## src/rtl/adder_chain_pkg.sv

```systemverilog
// rtl/adder_chain_pkg.sv - shared constants and segment sizing helpers for adder_chain_pipe
package adder_chain_pkg;

  localparam logic OP_ADD = 1'b0;
  localparam logic OP_SUB = 1'b1;

  // Number of pipeline segments needed to cover width bits in seg-bit pieces
  function automatic int stages(input int width, input int seg);
    return (width + seg - 1) / seg;
  endfunction

  // Width of segment k; only the last one may be narrower than seg
  function automatic int seg_width(input int width, input int seg, input int k);
    int n;
    n = stages(width, seg);
    return (k == n - 1) ? (width - (n - 1) * seg) : seg;
  endfunction

endpackage

```

## src/rtl/adder.sv

```systemverilog
// rtl/adder.sv - behavioural model of the 1-bit hard adder cell
module adder (
  input  logic a,
  input  logic b,
  input  logic cin,
  output logic sumout,
  output logic cout
);

  assign sumout = a ^ b ^ cin;
  assign cout   = (a & b) | (a & cin) | (b & cin);

endmodule

```

## src/rtl/adder_chain_seg.sv

```systemverilog
// rtl/adder_chain_seg.sv - combinational W-bit ripple segment built from adder cells
module adder_chain_seg #(
  parameter int W = 4
) (
  input  logic [W-1:0] a,
  input  logic [W-1:0] b,
  input  logic         cin,
  output logic [W-1:0] sum,
  output logic         cout
);

  logic [W:0] carry;

  assign carry[0] = cin;

  for (genvar i = 0; i < W; i++) begin : g_bit
    adder u_cell (
      .a      (a[i]),
      .b      (b[i]),
      .cin    (carry[i]),
      .sumout (sum[i]),
      .cout   (carry[i+1])
    );
  end

  assign cout = carry[W];

endmodule

```

## src/rtl/adder_chain_pipe.sv

```systemverilog
// rtl/adder_chain_pipe.sv - pipelined adder/subtractor chain; ADDER_CHAIN_PIPE_SAT_EN enables saturation
module adder_chain_pipe
  import adder_chain_pkg::*;
#(
  parameter int WIDTH = 16,
  parameter int SEG   = 4
) (
  input  logic             clk,
  input  logic             rst_n,
  input  logic             flush,
  input  logic             in_valid,
  output logic             in_ready,
  input  logic             in_sub,
  input  logic [WIDTH-1:0] in_a,
  input  logic [WIDTH-1:0] in_b,
  input  logic             in_cin,
  output logic             out_valid,
  input  logic             out_ready,
  output logic [WIDTH-1:0] out_sum,
  output logic             out_cout,
  output logic             out_ovf
);

  localparam int STAGES = stages(WIDTH, SEG);
  localparam int LAST   = STAGES - 1;
  // Inter-stage banks; a single-stage build keeps one idle bank so the arrays stay legal
  localparam int NB     = (STAGES > 1) ? STAGES - 1 : 1;

  logic              advance;
  logic [STAGES-1:0] vld_r;

  // Skewed operands, deskewed partial sums and boundary carries between stages
  logic [WIDTH-1:0]  a_r [NB];
  logic [WIDTH-1:0]  b_r [NB];
  logic [WIDTH-1:0]  s_r [NB];
  logic              c_r [NB];

  // Per-stage combinational view: what each stage sees and produces
  logic [WIDTH-1:0]  a_in  [STAGES];
  logic [WIDTH-1:0]  b_in  [STAGES];
  logic [WIDTH-1:0]  s_in  [STAGES];
  logic [WIDTH-1:0]  s_out [STAGES];
  logic              c_in  [STAGES];
  logic              c_out [STAGES];

  logic [WIDTH-1:0]  sum_fin;
  logic              ovf_fin;

  assign advance   = ~out_valid | out_ready;
  assign in_ready  = advance & ~flush;
  assign out_valid = vld_r[LAST];

  for (genvar k = 0; k < STAGES; k++) begin : g_stage
    localparam int LO = k * SEG;
    localparam int SW = seg_width(WIDTH, SEG, k);
    // Bits of the running sum owned by this stage; wraps to all-ones for a single full-width stage
    localparam logic [WIDTH-1:0] MASK = ((WIDTH'(1) << SW) - WIDTH'(1)) << LO;

    logic [SW-1:0] seg_sum;

    if (k == 0) begin : g_first
      assign a_in[0] = in_a;
      assign b_in[0] = (in_sub == OP_SUB) ? ~in_b : in_b;
      assign c_in[0] = (in_sub == OP_SUB) ? 1'b1 : in_cin;
      assign s_in[0] = '0;
    end else begin : g_next
      assign a_in[k] = a_r[k-1];
      assign b_in[k] = b_r[k-1];
      assign c_in[k] = c_r[k-1];
      assign s_in[k] = s_r[k-1];
    end

    adder_chain_seg #(
      .W (SW)
    ) u_seg (
      .a    (a_in[k][LO +: SW]),
      .b    (b_in[k][LO +: SW]),
      .cin  (c_in[k]),
      .sum  (seg_sum),
      .cout (c_out[k])
    );

    assign s_out[k] = (s_in[k] & ~MASK) | (WIDTH'(seg_sum) << LO);
  end

  // Overflow uses the operand MSBs that travelled with the beat to the last stage
  assign ovf_fin = (a_in[LAST][WIDTH-1] == b_in[LAST][WIDTH-1]) &
                   (s_out[LAST][WIDTH-1] != a_in[LAST][WIDTH-1]);

`ifdef ADDER_CHAIN_PIPE_SAT_EN
  localparam logic [WIDTH-1:0] SMIN = WIDTH'(1) << (WIDTH - 1);
  localparam logic [WIDTH-1:0] SMAX = ~SMIN;

  assign sum_fin = ovf_fin ? (a_in[LAST][WIDTH-1] ? SMIN : SMAX) : s_out[LAST];
`else
  assign sum_fin = s_out[LAST];
`endif

  // Whole chain moves together on advance; flush only clears the valid bits
  always_ff @(posedge clk or negedge rst_n) begin
    if (!rst_n) begin
      vld_r    <= '0;
      out_sum  <= '0;
      out_cout <= 1'b0;
      out_ovf  <= 1'b0;
      for (int k = 0; k < NB; k++) begin
        a_r[k] <= '0;
        b_r[k] <= '0;
        s_r[k] <= '0;
        c_r[k] <= 1'b0;
      end
    end else if (flush) begin
      vld_r <= '0;
    end else if (advance) begin
      vld_r[0] <= in_valid;
      for (int k = 1; k < STAGES; k++) begin
        vld_r[k] <= vld_r[k-1];
      end
      for (int k = 0; k < STAGES - 1; k++) begin
        a_r[k] <= a_in[k];
        b_r[k] <= b_in[k];
        s_r[k] <= s_out[k];
        c_r[k] <= c_out[k];
      end
      out_sum  <= sum_fin;
      out_cout <= c_out[LAST];
      out_ovf  <= ovf_fin;
    end
  end

endmodule

```

## config.mk

```make
export PLATFORM = sky130hd
export DESIGN_NAME = adder_chain_pipe
export DESIGN_NICKNAME = d
export VERILOG_FILES = /design/src/rtl/adder_chain_pkg.sv /design/src/rtl/adder.sv /design/src/rtl/adder_chain_seg.sv /design/src/rtl/adder_chain_pipe.sv
export SDC_FILE = /design/constraint.sdc
export NUM_CORES = 1
export LEC_CHECK = 0
export ABC_AREA = 1
export ABC_CLOCK_PERIOD_IN_PS = 7300
export CORE_UTILIZATION = 61
export CTS_BUF_LIST = sky130_fd_sc_hd__clkbuf_8
export DETAILED_ROUTE_END_ITERATION = 8
export PLACE_DENSITY = 0.95
export SETUP_SLACK_MARGIN = 0.1
export SLEW_MARGIN = 20
export SYNTH_ARGS = -nofsm -noshare
export SYNTH_HDL_FRONTEND = slang
export SYNTH_SLANG_ARGS = --single-unit
```

## constraint.sdc

```tcl
create_clock -name clk -period 7.3 [get_ports clk]
set_clock_uncertainty 0.05 [all_clocks]
set_input_delay 1.46 -clock clk [delete_from_list [all_inputs] [get_ports clk]]
set_output_delay 1.46 -clock clk [all_outputs]
set_load 0.02 [all_outputs]
```

Word level (Yosys, flattened, before mapping)
Cells that the tools add are included.

Register bits: 145. Input port bits: 39. Output and inout bits: 20. Word-level logic and storage cells: 145.

Eq/ne operators: 2. Mux-type cells: 4. Bitwise logic cells: 121. Reductions and logical operators: 2.

Operators by type and width (number): $and A1 B1 Y1 (50); $or A1 B1 Y1 (33); $xor A1 B1 Y1 (32); $mux W16 (1); $not A16 Y16 (1); $or A12 B16 Y16 (1); $or A8 B12 Y12 (1); $mux W4 (2); $or A4 B8 Y8 (1); $not A1 Y1 (2); $reduce_and A2 Y1 (1); $reduce_bool A2 Y1 (1); $eq A1 B1 Y1 (1); $mux W1 (1); $ne A1 B1 Y1 (1).

Depth between registers and ports, before layout
Gate-level depths: netlist of the first run.

Word-level depth: 14. Depth in mapped cells: 13.

Hierarchy
A second synthesis of the first run with hierarchy kept.

Cells, all modules: 490. Area, all modules: 4274.1 um2.

Modules (own cells, without submodules): adder_chain_pipe (times used 1, cells an instance 474, area each 3953.8 um2, seq. area each 2427.3 um2); adder (times used 16, cells an instance 1, area each 20.0 um2, seq. area each 0.0 um2).

Worst setup path before layout of the first run
OpenSTA, ideal clock, no wires.

Path kind: input to register. Start point: input port in_sub. End point: register s_r (netlist bit s_in[35]). Arrival time: 3.436 ns. Required time: 7.133 ns. Setup slack: 3.697 ns. Stages on the path: 11. Path buffers: 2. Path through: buf_6 buf_6 xor2_1 fa_1 inv_1 fa_1 fa_1 inv_1 fa_1 nand2_1 nand2_1.

Longest elaborated chain between the ends: 11. Elaborated cells on any way between the ends: 19.

Ends and longest elaborated chain: start: declaration (RTL line adder_chain_pipe.sv:13) `input logic in_sub,`; $mux W16 or $mux W1 (tied branches) (RTL line adder_chain_pipe.sv:63, adder_chain_pipe.sv:64); $and A1 B1 Y1 (RTL line adder.sv:11) `assign cout = (a & b) | (a & cin) | (b & cin);`; $or A1 B1 Y1 (2 in a row) (RTL line adder.sv:11); $and A1 B1 Y1 (RTL line adder.sv:11); $or A1 B1 Y1 (2 in a row) (RTL line adder.sv:11); $and A1 B1 Y1 (RTL line adder.sv:11); $or A1 B1 Y1 (2 in a row) (RTL line adder.sv:11); $xor A1 B1 Y1 * (RTL line adder.sv:10) `assign sumout = a ^ b ^ cin;`; named net g_stage[0].u_seg.g_bit[3].u_cell.sumout (RTL line adder.sv:6) `output logic sumout,`; end signal: indexed assignment (RTL line adder_chain_pipe.sv:122) `s_r[k] <= s_out[k];`; end: declaration (RTL line adder_chain_pipe.sv:35) `logic [WIDTH-1:0] s_r [NB];`.

The timed path passes the listed nets; every way through them passes the cells marked *. A chain may end at the register's enable or synchronous reset.

Worst setup path in the final report of the first run
Start point: input port out_ready. End point: output port in_ready.

Longest elaborated chain between the ends: 2.

Ends and longest elaborated chain: start: declaration (RTL line adder_chain_pipe.sv:18) `input logic out_ready,`; $or A1 B1 Y1 (RTL line adder_chain_pipe.sv:49) `assign advance = ~out_valid | out_ready;`; $and A1 B1 Y1 (RTL line adder_chain_pipe.sv:50) `assign in_ready = advance & ~flush;`; end: declaration (RTL line adder_chain_pipe.sv:12) `output logic in_ready,`.

No other way between the ends.

==> results of run 1 <==
[worst max-delay path by stage]
stage	from	endpoint	slack, ns
CTS	out_ready	in_ready	2.41
detailed placement	out_ready	in_ready	2.42
floorplan	in_sub	s_in[35]	3.70
global route	out_ready	in_ready	2.26
finish	out_ready	in_ready	2.42
global placement	out_ready	in_ready	2.44
[metrics by stage]
stage	util, %	worst slack (ns)
floorplan	-	3.70
global placement	73.1	2.44
detailed placement	73.1	2.42
CTS	76.3	2.41
global route	76.3	2.26
finish	76.3	2.42
[cell usage after synthesis (all sizes together)]
| cell | number |
|---|---|
| buf | 20 |
| o21ai | 60 |
| xnor2 | 14 |
| dfrtp | 97 |
| ha | 1 |
| inv | 44 |
| nor2 | 3 |
| clkbuf | 1 |
| xor2 | 2 |
| or2 | 1 |
| nand2 | 175 |
| fa | 16 |
[power by group through the flow]
stage                     clock network (mW)  logic, mW  registers, mW
final                                  0.353      0.312          0.692
after global routing                   0.377      0.351          0.703
after CTS                              0.356      0.314          0.691
after detailed placement                   0      0.308          0.699
after global placement                     0      0.289          0.694
after floorplan                            0      0.150          0.723
[flip-flops by register name, indices dropped and copies added (netlist names)]
| name | cells |
|---|---|
| b_in | 24 |
| c_in | 3 |
| out_cout | 1 |
| out_ovf | 1 |
| vld_r | 4 |
| a_in | 24 |
| s_in | 24 |
| out_sum | 16 |
[cell type report]
cell class	instances	area, µm²	share of cell area, %
Clock buffer	11	151	3.05
Multi-Input combinational cell	272	1460	29.4
Sequential cell	97	2430	49.0
Clock inverter	5	55.1	1.11
Inverter	44	168	3.38
Tap cell	77	96.3	1.94
Timing Repair Buffer	61	601	12.1
[per-layer routing]
layer  GRT usage (%)  up-vias  wire [µm]
met5               0        -          0
met4            14.3        0        296
met3            3.40       25        284
met2            40.5       79       3910
met1            32.7     1441       3400
li1                -     1415          -
[cell families (layout without fill, tap and decap cells)]
kind of cell	Yosys count	after routing	share of synthesized area (%)
buf+inv	65	121	7.64
fa+ha+maj	17	17	7.91
compound gates	60	60	7.14
xor+xnor	16	16	3.33
simple gates	179	179	16.3
flops	97	97	57.7
[worst reg2reg max path: cells and delay by family (launching register included)]
| family | cells | cell delay [ns] |
|---|---|---|
| and+or+nand+nor | 5 | 0.25 |
| DFF | 1 | 0.40 |
| adders and majority gates | 4 | 1.49 |
| buffers and inverters | 4 | 0.32 |
==> impl_metrics.ini, run 1 <==
[run_status]
status = finished clean

[sta]
fin_hold_ws_ns = 0.430
min_period_ns = 4.88
rsz0062_at_grt = no
finalSetupViolCount = 0
slew_violations = 0
finalCritPeriodShare_pct = 66.8
tightestPinTransition_ns = 0.991
max-slew-margin-rel_pct = 33.9
hold_viol = 0
fin_setup_tns_ns = 0
timing.fmax_mhz = 205

[critical_path]
r2r_cells = 13
path_class = in -> out
cp_common_cell = clkdlybuf4s50_1
reg2reg_to = out_ovf
crit_buf_inv = 4
path_max_fanout = 109
cp_slowest_cell = clkdlybuf4s50_1
arrival_ns = 3.37
reg2reg_from = b_in[12]
setup.worst_path.end_class = output pin
worstPathRequired_ns = 5.79
crit_family = buffers and inverters
path_cells = clkdlybuf4s50_1 > inv_1 > nand2_2 > nand2_4 > inv_4 > clkdlybuf4s50_1
rrSetupSlack_ns = 4.70
cp.depth = 6
start_kind = primary input
critical_path.max_stage_delay_ns = 0.61

[min_path]
hp-class = reg -> reg
whs_path_depth = 2
hp-start = b_in[42]
min_to = b_in[26]

[logic_synthesis]
synth_cells = 434
synth_fp_nets = 490
yosys_warnings = 0
synth_area_um2 = 4210
yosysUniqueCellTypes = 19
synth_top_area_share_pct = 57.7
synth.avg_cell_area_um2 = 9.69
synth_top_cell_by_area = dfrtp_1
synth_seq_cells = 97
synth_area_leaders = dfrtp_1 (58%), nand2_1 (15%), fa_1 (7.6%)
yosysSeqAreaShare_pct = 57.7

[run]
cap_violations = 0

[cts]
ctsResizeCount = 0
postCtsSetupBuffers = 0
htree_levels = 3
clock_path_buffers = 2
cts_root_buf = clkbuf_8
cts_hold_buffers = 0
clkLatencyLatePin_ns = 0.36
cts.clk_slew.worst_paths_ns = 0.09
numCtsBuffers = 9
cts_tree = done
clock_sinks = 97

[global_route]
grt_pass1_vias = 3001
grt_max_degree = 110
grt-ovfl-total = 0
gr-usage-all-layers_pct = 24.9
antenna_found_initial = 0
grt_pass1_wl_um = 13800

[finish]
final_cell_mix = nand2_1 (173), dfrtp_1 (97), clkdlybuf4s50_1 (57)
synthToLayoutAreaGrowth_pct = 17.8
finalNetCount = 541
drive_gt1_share_pct = 4.90
finalNonFillerCells = 567
design_area_um2 = 4960
nFillCells = 401
antennaDiodeCount = 0
layout_commonest_cell = nand2_1

[route]
wl_per_cell_um = 13.9
wirelength_um = 7890
drtIter0Drc = 231
vias = 2960
drt_pass1_iterations = 4
vias_per_cell = 5.22
antenna_left = 0
drc = 0

[floorplanning]
io_pins = 59
dieArea_um2 = 7230
start_util_pct = 64.8
coreArea_um2 = 6490
rows = 29
die_h_um = 85.0
die-width_um = 85.0

[power]
power_frac_comb_pct = 23.0
power_frac_clock_pct = 26.0
switching_share_pct = 30.0
intPower_mw = 0.950
p_per_area_nw_per_um2 = 274
power.leakage_nw = 2.43
total_power_mw = 1.36
ir_worst_vdd_v = 0.000129
seq_power_share_pct = 51.0
switching_power_mw = 0.406

[place]
place.gp.congestion = 0.768
hpwl_um = 5000
dp_cells = 551
portBuffers = 58
dpl_cell_area_um2 = 4750
(Power assumes the default switching activity.)
==> inputs of run 2 (changes only) <==
--- a/config.mk
+++ b/config.mk
@@ -6,11 +6,11 @@
 export NUM_CORES = 1
 export LEC_CHECK = 0
 export ABC_AREA = 1
-export ABC_CLOCK_PERIOD_IN_PS = 7300
-export CORE_UTILIZATION = 61
+export ABC_CLOCK_PERIOD_IN_PS = 4000
+export CORE_UTILIZATION = 51
 export CTS_BUF_LIST = sky130_fd_sc_hd__clkbuf_8
 export DETAILED_ROUTE_END_ITERATION = 8
-export PLACE_DENSITY = 0.95
+export PLACE_DENSITY = 0.85
 export SETUP_SLACK_MARGIN = 0.1
 export SLEW_MARGIN = 20
 export SYNTH_ARGS = -nofsm -noshare
==> constraint.sdc (replaced) <==
create_clock -name clk -period 4 [get_ports clk]
set_clock_uncertainty 0.05 [all_clocks]
set_input_delay 0.8 -clock clk [delete_from_list [all_inputs] [get_ports clk]]
set_output_delay 0.8 -clock clk [all_outputs]
set_load 0.02 [all_outputs]
==> run 2 against run 1 <==
Clock power increased by 50%; flip-flop and latch count unchanged; register-to-register slack got worse by 3.3 ns; routed wire length decreased by 10%; cell area increased by 0.43%; combinational power increased by 78%; core utilization decreased by 13 points; global-route usage decreased by 6.4 points; worst hold slack got worse by 0.10 ns; worst setup slack got worse by 1.4 ns; critical path type is now in -> reg.
==> impl_metrics.ini, run 2 (synthesis gave the netlist of run 1 again) <==
[run_status]
status = finished clean

[sta]
finalSetupViolCount = 0
finalCritPeriodShare_pct = 75.2
rsz0062_at_grt = no
max-slew-margin-rel_pct = 37.4
hold_viol = 0
timing.fmax_mhz = 333
min_period_ns = 3.01
worst_slack_ns = 0.993
tightestPinTransition_ns = 0.939
fin_setup_tns_ns = 0
slew_violations = 0

[critical_path]
endpoint = s_in[35]
cp.depth = 10
crit_family = adder cells
setup.worst_path.end_class = register
crit_buf_inv = 3
rrSetupSlack_ns = 1.40
critical_path.max_stage_delay_ns = 0.56
cp_common_cell = fa_1
reg2reg_from = a_in[12]
cp_slowest_cell = clkdlybuf4s50_1
startpoint = in_sub
path_max_fanout = 3
start_kind = primary input
arrival_ns = 3.20
path_cells = clkdlybuf4s50_1 > xor2_1 > fa_1 > inv_1 > fa_1 > fa_1 > inv_1 > fa_1 > nand2_1 > nand2_1
r2r_cells = 13
reg2reg_to = out_ovf
path_class = in -> reg
worstPathRequired_ns = 4.19

[route]
wl_per_cell_um = 12.0
vias_per_cell = 4.69
drtIter0Drc = 156
vias = 2784
antenna_left = 0
drt_pass1_iterations = 4
drc = 0
wirelength_um = 7100

[cts]
clock_sinks = 97
cts.clk_slew.worst_paths_ns = 0.09
clock_path_buffers = 2
ctsResizeCount = 0
postCtsSetupBuffers = 0
cts_root_buf = clkbuf_8
htree_levels = 3
clkLatencyLatePin_ns = 0.34
cts_hold_buffers = 0
numCtsBuffers = 9
cts_tree = done

[floorplanning]
rows = 32
dieArea_um2 = 8620
io_pins = 59
die_h_um = 92.8
start_util_pct = 53.6
die-width_um = 92.8
coreArea_um2 = 7850

[place]
hpwl_um = 4750
pre_cts_ws_ns = 0.592
place.gp.congestion = 0.726
portBuffers = 58
dpl_cell_area_um2 = 4790

[global_route]
gr-usage-all-layers_pct = 18.5
grt_pass1_vias = 2808
grt-ovfl-total = 0
antenna_found_initial = 0
grt_pass1_wl_um = 12500
grt_max_degree = 109

[finish]
antennaDiodeCount = 0
layout_commonest_cell = nand2_1
design_area_um2 = 4980
final_cell_mix = nand2_1 (173), dfrtp_1 (97), clkdlybuf4s50_1 (57)
drive_gt1_share_pct = 5.09
synthToLayoutAreaGrowth_pct = 18.3
finalNetCount = 543

[min_path]
hp-class = in -> async

[power]
p_per_area_nw_per_um2 = 470
power.leakage_nw = 2.43
ir_worst_vdd_v = 0.000210

[run]
cap_violations = 0
[run 2: cell count changes in the layout (fill, tap and decap cells not counted), sizes merged]
cell	previous run	this run
clkinv	2	3
clkbuf	11	9
clkinvlp	1	2
buf	4	6
bufinv	1	0
[run 2: layout make-up]
| cell class | instances | area [µm²] |
|---|---|---|
| inverters | 44 | 168 |
| well taps | 102 | 128 |
| repair buffers | 63 | 636 |
| flip-flops and latches | 97 | 2430 |
| fillers | 658 | 2870 |
| multi-input cells | 272 | 1460 |
| clock buffers | 9 | 124 |
| clock inverters | 6 | 37.5 |
[run 2: how the worst min path moves through the flow]
stage,from,end,slack (ns),cells after the start
floorplan,a_in[29],a_in[13],0.39,2
global placement,s_in[0],out_sum[0],0.40,2
detailed placement,s_in[3],out_sum[3],0.40,2
CTS,s_in[0],out_sum[0],0.43,2
global route,rst_n,s_in[32],0.34,1
finish,rst_n,s_in[34],0.33,1
[run 2: where the power goes]
part	switching (mW)	internal (mW)	leakage [nW]	total, mW
logic	0.302	0.253	1.13	0.555
registers	0.0949	1.16	1.21	1.26
clock network	0.309	0.219	0.0823	0.528
total	0.706	1.63	2.43	2.34
[run 2: metal layers]
| layer | track usage (%) | up-vias | part of all wire, % | wire length [µm] |
|---|---|---|---|---|
| met5 | 0 | - | 0 | 0 |
| met4 | 7.18 | 0 | 1.2 | 87 |
| met3 | 2.96 | 6 | 3.0 | 210 |
| met2 | 29.7 | 46 | 47 | 3350 |
| met1 | 25.5 | 1313 | 49 | 3450 |
| li1 | - | 1419 | - | - |
[run 2: stage by stage]
stage	cells	hold WS, ns	total power [mW]	utilization, %
after floorplan	434	0.392	1.59	-
after global placement	577	0.402	1.80	61.0
after detailed placement	577	0.402	1.83	61.0
after CTS	592	0.430	2.36	63.1
after global routing	593	0.341	2.49	63.4
final	593	0.328	2.34	63.4
==> inputs of run 3 (changes only) <==
--- a/config.mk
+++ b/config.mk
@@ -6,7 +6,7 @@
 export NUM_CORES = 1
 export LEC_CHECK = 0
 export ABC_AREA = 1
-export ABC_CLOCK_PERIOD_IN_PS = 4000
+export ABC_CLOCK_PERIOD_IN_PS = 2500
 export CORE_UTILIZATION = 51
 export CTS_BUF_LIST = sky130_fd_sc_hd__clkbuf_8
 export DETAILED_ROUTE_END_ITERATION = 8
==> constraint.sdc (replaced) <==
create_clock -name clk -period 2.5 [get_ports clk]
set_clock_uncertainty 0.05 [all_clocks]
set_input_delay 0.5 -clock clk [delete_from_list [all_inputs] [get_ports clk]]
set_output_delay 0.5 -clock clk [all_outputs]
set_load 0.02 [all_outputs]
==> run 3 against run 2 <==
Routed wire length up 7.5%; total power grew 71%; worst hold slack got worse by 0.28 ns; critical endpoint is now out_ovf; largest power group unchanged.
==> impl_metrics.ini, run 3 (synthesis gave the netlist of run 1 again) <==
[critical_path]
arrival_ns = 2.58
path_class = reg -> reg
path_max_fanout = 2
setup.worst_path.end_class = register
start_kind = register
worstPathRequired_ns = 2.71

[sta]
rsz0062_at_grt = yes
min_period_ns = 2.38
fin_setup_tns_ns = 0
hold_viol = 0
slew_violations = 0
max-slew-margin-rel_pct = 38.1
timing.fmax_mhz = 421
finalCritPeriodShare_pct = 95.1
tightestPinTransition_ns = 0.928
finalSetupViolCount = 0

[cts]
clkLatencyLatePin_ns = 0.36
cts_root_buf = clkbuf_8
clock_path_buffers = 2
clock_sinks = 97
cts.clk_slew.worst_paths_ns = 0.09
htree_levels = 3
numCtsBuffers = 9
cts_tree = done

[finish]
finalNetCount = 547
design_area_um2 = 5060
synthToLayoutAreaGrowth_pct = 20.4
final_cell_mix = nand2_1 (173), dfrtp_1 (97), clkdlybuf4s50_1 (53)
drive_gt1_share_pct = 10.7
layout_commonest_cell = nand2_1
antennaDiodeCount = 0

[route]
drtIter0Drc = 155
wl_per_cell_um = 12.8
drt_pass1_iterations = 4
vias_per_cell = 4.83
drc = 0
vias = 2889
wirelength_um = 7630
antenna_left = 0

[run]
cap_violations = 0

[place]
dpl_cell_area_um2 = 4820
place.gp.congestion = 0.782
hpwl_um = 5080
portBuffers = 58

[global_route]
grt_pass1_vias = 2980
grt-ovfl-total = 0
grt_max_degree = 109
antenna_found_initial = 0
grt_pass1_wl_um = 13700
gr-usage-all-layers_pct = 20.7

[floorplanning]
die-width_um = 92.8
dieArea_um2 = 8620
coreArea_um2 = 7850
rows = 32
die_h_um = 92.8
io_pins = 59
start_util_pct = 53.6

[power]
p_per_area_nw_per_um2 = 791
power.leakage_nw = 2.47
ir_worst_vdd_v = 0.000342
power_frac_clock_pct = 26.5
intPower_mw = 2.84
switching_share_pct = 29.2
switching_power_mw = 1.17
seq_power_share_pct = 50.3
power_frac_comb_pct = 23.2

[run_status]
status = finished clean

[min_path]
hp-class = in -> async
==> run 3: cell count changes in the layout (fill, tap and decap cells not counted), sizes merged <==
cell,before,now
dlymetal6s2s,0,2
buf,6,10
bufinv,0,2
clkinvlp,2,1
clkdlybuf4s50,57,53
clkbuf,9,11
==> run 3: routing by layer <==
metal / vias up / track usage (%) / part of all wire [%]
li1: 1433 / - / -
met1: 1385 / 27.4 / 44
met5: - / 0 / 0
met2: 58 / 34.1 / 51
met4: 0 / 8.85 / 2.0
met3: 13 / 3.28 / 3.2
==> run 3: critical path: stages, from the launching register on <==
cell and delay (ns):
dfrtp_1 0.38, inv_2 0.07, fa_2 0.21, inv_2 0.04, fa_2 0.35, fa_2 0.34, inv_2 0.07, fa_1 0.43
inv_2 0.07, nand2_1 0.05, nand2_1 0.08, nor2_1 0.04, nand2_1 0.05, nand2_1 0.06
==> run 3: per-stage QoR <==
step | total power [mW] | hold WS (ns) | std cells | worst slack [ns] | utilization, %
2_1_floorplan | 2.56 | 0.154 | 434 | -0.0359 | -
3_3_place_gp | 2.88 | 0.402 | 579 | -0.430 | 61.4
3_5_place_dp | 2.94 | 0.407 | 579 | -0.489 | 61.4
4_1_cts | 4.01 | 0.0513 | 596 | 0.109 | 64.3
5_1_grt | 4.25 | 0.0661 | 598 | 0.0148 | 64.5
6_report | 4.00 | 0.0478 | 598 | 0.124 | 64.5
==> run 3: final cells by class <==
type / count / area [µm²]
clock buffer: 9 / 124
sequential: 97 / 2430
timing repair buffer: 67 / 644
multi-input combinational: 272 / 1490
inverter: 44 / 168
fill: 629 / 2780
clock inverter: 7 / 86.3
tap: 102 / 128
==> run 3: power groups by stage <==
stage	Sequential (mW)	Clock [mW]	Combinational, mW
3_3_place_gp	2.02	0	0.861
5_1_grt	2.05	1.14	1.06
4_1_cts	2.01	1.08	0.919
2_1_floorplan	2.11	0	0.444
6_report	2.01	1.06	0.931
3_5_place_dp	2.04	0	0.905
==> run 3: repair_timing <==
action	4_1_cts	5_1_grt
buffers inserted	1	2
resized for setup	6	21
hold buffers	0	0
setup endpoints to repair	3	5
pin swaps	2	12
==> run 3: path summary, 6_finish.rpt <==
| kind | startpoint | end | slack, ns | depth (start not counted) |
|---|---|---|---|---|
| worst max register to register | a_in[12] | out_ovf | 0.12 | 13 |
| max in group asynchronous | rst_n | b_in[44] | 1.68 | 2 |
| worst max-delay path | a_in[12] | out_ovf | 0.12 | 13 |
| worst min-delay path | rst_n | a_in[46] | 0.05 | 1 |
| worst min register to register | s_in[6] | out_sum[6] | 0.42 | 2 |
| min in group clk | s_in[6] | out_sum[6] | 0.42 | 2 |
==> edit: new RTL, flow settings as in run 1 <==
Set the parameter `WIDTH` to 32 (it was 16).
--- a/src/rtl/adder_chain_pipe.sv
+++ b/src/rtl/adder_chain_pipe.sv
@@ -4,3 +4,3 @@
 #(
-  parameter int WIDTH = 16,
+  parameter int WIDTH = 32,
   parameter int SEG   = 4
Interface: changed (resized in_a, in_b and out_sum); port bits go from 59 to 107. No check against the original RTL was run, so the function may have changed too.
==> edit against run 1 <==
Critical path depth down 1; highest routed layer unchanged; first-iteration DRC count increased to 4.5 times the old value; setup slack lost 0.43 ns; sequential cell count increased by 288; sequential power grew to 3.9 times the old value; final area rose to 3.6 times the old value; total power grew to 3.9 times the old value; area after synthesis rose to 3.8 times the old value; routed wire length rose to 3.8 times the old value.
==> edit: results (changes against run 1) <==
| Metric | Value |
|---|---|
| Worst hold path endpoint | out_sum[11]$_DFFE_PN0P_ |
| Post-CTS resize count | 0 (unchanged) |
| Yosys warnings | 0 (unchanged) |
| Worst skew pair latency | 0.58 ns (+0.22 ns) |
| Port bufs | 106 (+83%) |
| Hold Path Class | register to register |
| Clock-pin slew on the worst setup and hold paths | 0.06 ns (-0.03 ns) |
| Number of global-route vias before repair | 10600 (+250%) |
| Hold_buf cts | 0 (unchanged) |
| First-pass GRT wire length | 51100 um (+270%) |
| Final Non-Filler Cells | 2013 (+260%) |
| Area contributors post-synth | dfrtp_1, nand2_1, o21ai_0, o21ai_2, inv_1 |
| Initial antenna violation count | 0 (unchanged) |
| Ys async rst share | 100% (unchanged) |
| DRT Pass-1 Iters | 7 (+3) |
| Distinct cell type count after synthesis | 21 (+2) |
| R2r worst-path depth | 6 (-7) |
| Top cells by count, synth | nand2_1, dfrtp_1, inv_1 |
| Clock Path Buffers | 3 (+1) |
| # nets final | 1747 (+220%) |
| Peak fanout along the critical path | 119 (+9.2%) |
| CTS buffer count | 57 (+48) |
| Max-slew headroom | 24.2% (-9.8 points) |
| Post-DP HPWL | 17600 um (+250%) |
| Routability cong. | 0.748 (-2.6%) |
| Routed wire length | 30200 um (+280%) |
| Worst-path cell with the longest stage delay | clkdlybuf4s50_1 |
| VDD IR-drop max | 0.000162 V (+26%) |
| Hold path start | s_in[11]$_DFFE_PN0P_ |
| CTS root buf | clkbuf_8 |
| Pleak | 8.61 nW (+250%) |
| Cells after DPL | 1913 (+250%) |
| Post-synthesis sequential area ratio | 60.7% (+3.0 points) |
| Reg2reg setup slack | 3.75 ns (-0.95 ns) |
| Antenna Cells | 0 (unchanged) |
| Hold Path Depth | 2 (unchanged) |
| Share of layout cells above drive strength 1 | 11.6% (+6.7 points) |
| Worst R2R End | a_in[153]$_DFFE_PN0P_ |
| Critical Path Max Stage Delay | 0.68 ns (+0.07 ns) |
| RR Startpoint | vld_r[7]$_DFFE_PN0P_ |
| Vias per cell | 5.23 (+0.17%) |
| GR Util All Layers | 23.9% (-1.1 points) |
| Post-CTS Setup Bufs | 0 (unchanged) |
| DRT iter0 DRCs | 1029 (+350%) |
| Syn avg cell area | 10.2 um^2 (+5.2%) |
| H-tree levels | 2 (-1) |
| Maximum number of pins on one net before global-route repair | 297 (+170%) |
| Layout fillers | 1584 (+300%) |
| Run status | finished, final reports clean |
edit: cell count changes after synthesis:
cell / run 1 / this run
nand2_1: 173 / 483
clkbuf_1: 0 / 6
o21ai_1: 27 / 50
buf_4: 7 / 33
xnor2_1: 14 / 30
dfrtp_1: 97 / 385
nand2_2: 1 / 0
nand2_8: 0 / 1
buf_2: 8 / 26
buf_6: 5 / 21
fa_1: 16 / 32
o21ai_2: 0 / 100
inv_1: 42 / 191
o21ai_0: 33 / 187
edit: worst max-delay path by stage:
stage | from | end | slack, ns | depth (start not counted)
2_1_floorplan | in_sub | s_in[195]$_DFFE_PN0P_ | 3.59 | 11
3_3_place_gp | flush | in_ready | 2.06 | 5
3_5_place_dp | out_ready | in_ready | 2.01 | 6
4_1_cts | out_ready | in_ready | 2.00 | 6
5_1_grt | out_ready | in_ready | 1.84 | 6
6_report | flush | in_ready | 1.99 | 5
edit: cell families after synthesis:
kind of cell             after synthesis  synth area share (%)
XOR/XNOR                              32                  1.77
AND/OR/NAND/NOR                      489                  11.7
adder cells (fa/ha/maj)               33                  4.12
AO/OA/AOI/OAI                        337                  13.0
buffers and inverters                280                  8.63
flip-flops                           385                  60.7
edit: metrics by stage:
| stage | util, % | hold slack [ns] | total power [mW] | instance area (um^2) | setup slack, ns |
|---|---|---|---|---|---|
| 6_report | 70.8 | 0.416 | 5.30 | 17900 | 1.99 |
| 5_1_grt | 70.8 | 0.440 | 5.57 | 17900 | 1.84 |
| 4_1_cts | 70.7 | 0.417 | 5.32 | 17900 | 2.00 |
| 3_5_place_dp | 66.3 | 0.401 | 3.60 | 16800 | 2.01 |
| 3_3_place_gp | 66.3 | 0.399 | 3.52 | 16800 | 2.06 |
| 2_1_floorplan | - | 0.392 | 3.26 | 15900 | 3.59 |
edit: layer usage:
| metal | share of wire [%] | vias up | global-route usage [%] |
|---|---|---|---|
| li1 | - | 4980 | - |
| met1 | 44 | 5143 | 33.0 |
| met2 | 49 | 331 | 38.2 |
| met3 | 4.7 | 73 | 3.81 |
| met4 | 3.0 | 0 | 9.47 |
| met5 | 0 | - | 0 |
edit: where the power goes:
part	total [mW]	switching (mW)	internal [mW]
combinational	0.897	0.539	0.359
sequential	2.69	0.185	2.51
clock	1.71	0.797	0.910
edit: critical path, delay by kind of cell:
| kind | cells | cell delay [ns] |
|---|---|---|
| simple gates | 1 | 0.46 |
| buf+inv | 4 | 1.80 |
edit: area by class of cell:
| type | instances | area share [%] |
|---|---|---|
| clock buffer | 68 | 5.22 |
| clock inverter | 31 | 1.03 |
| inverter | 193 | 4.11 |
| multi-input combinational | 891 | 27.1 |
| sequential | 385 | 53.7 |
| tap | 330 | 2.30 |
| timing repair buffer | 115 | 6.54 |
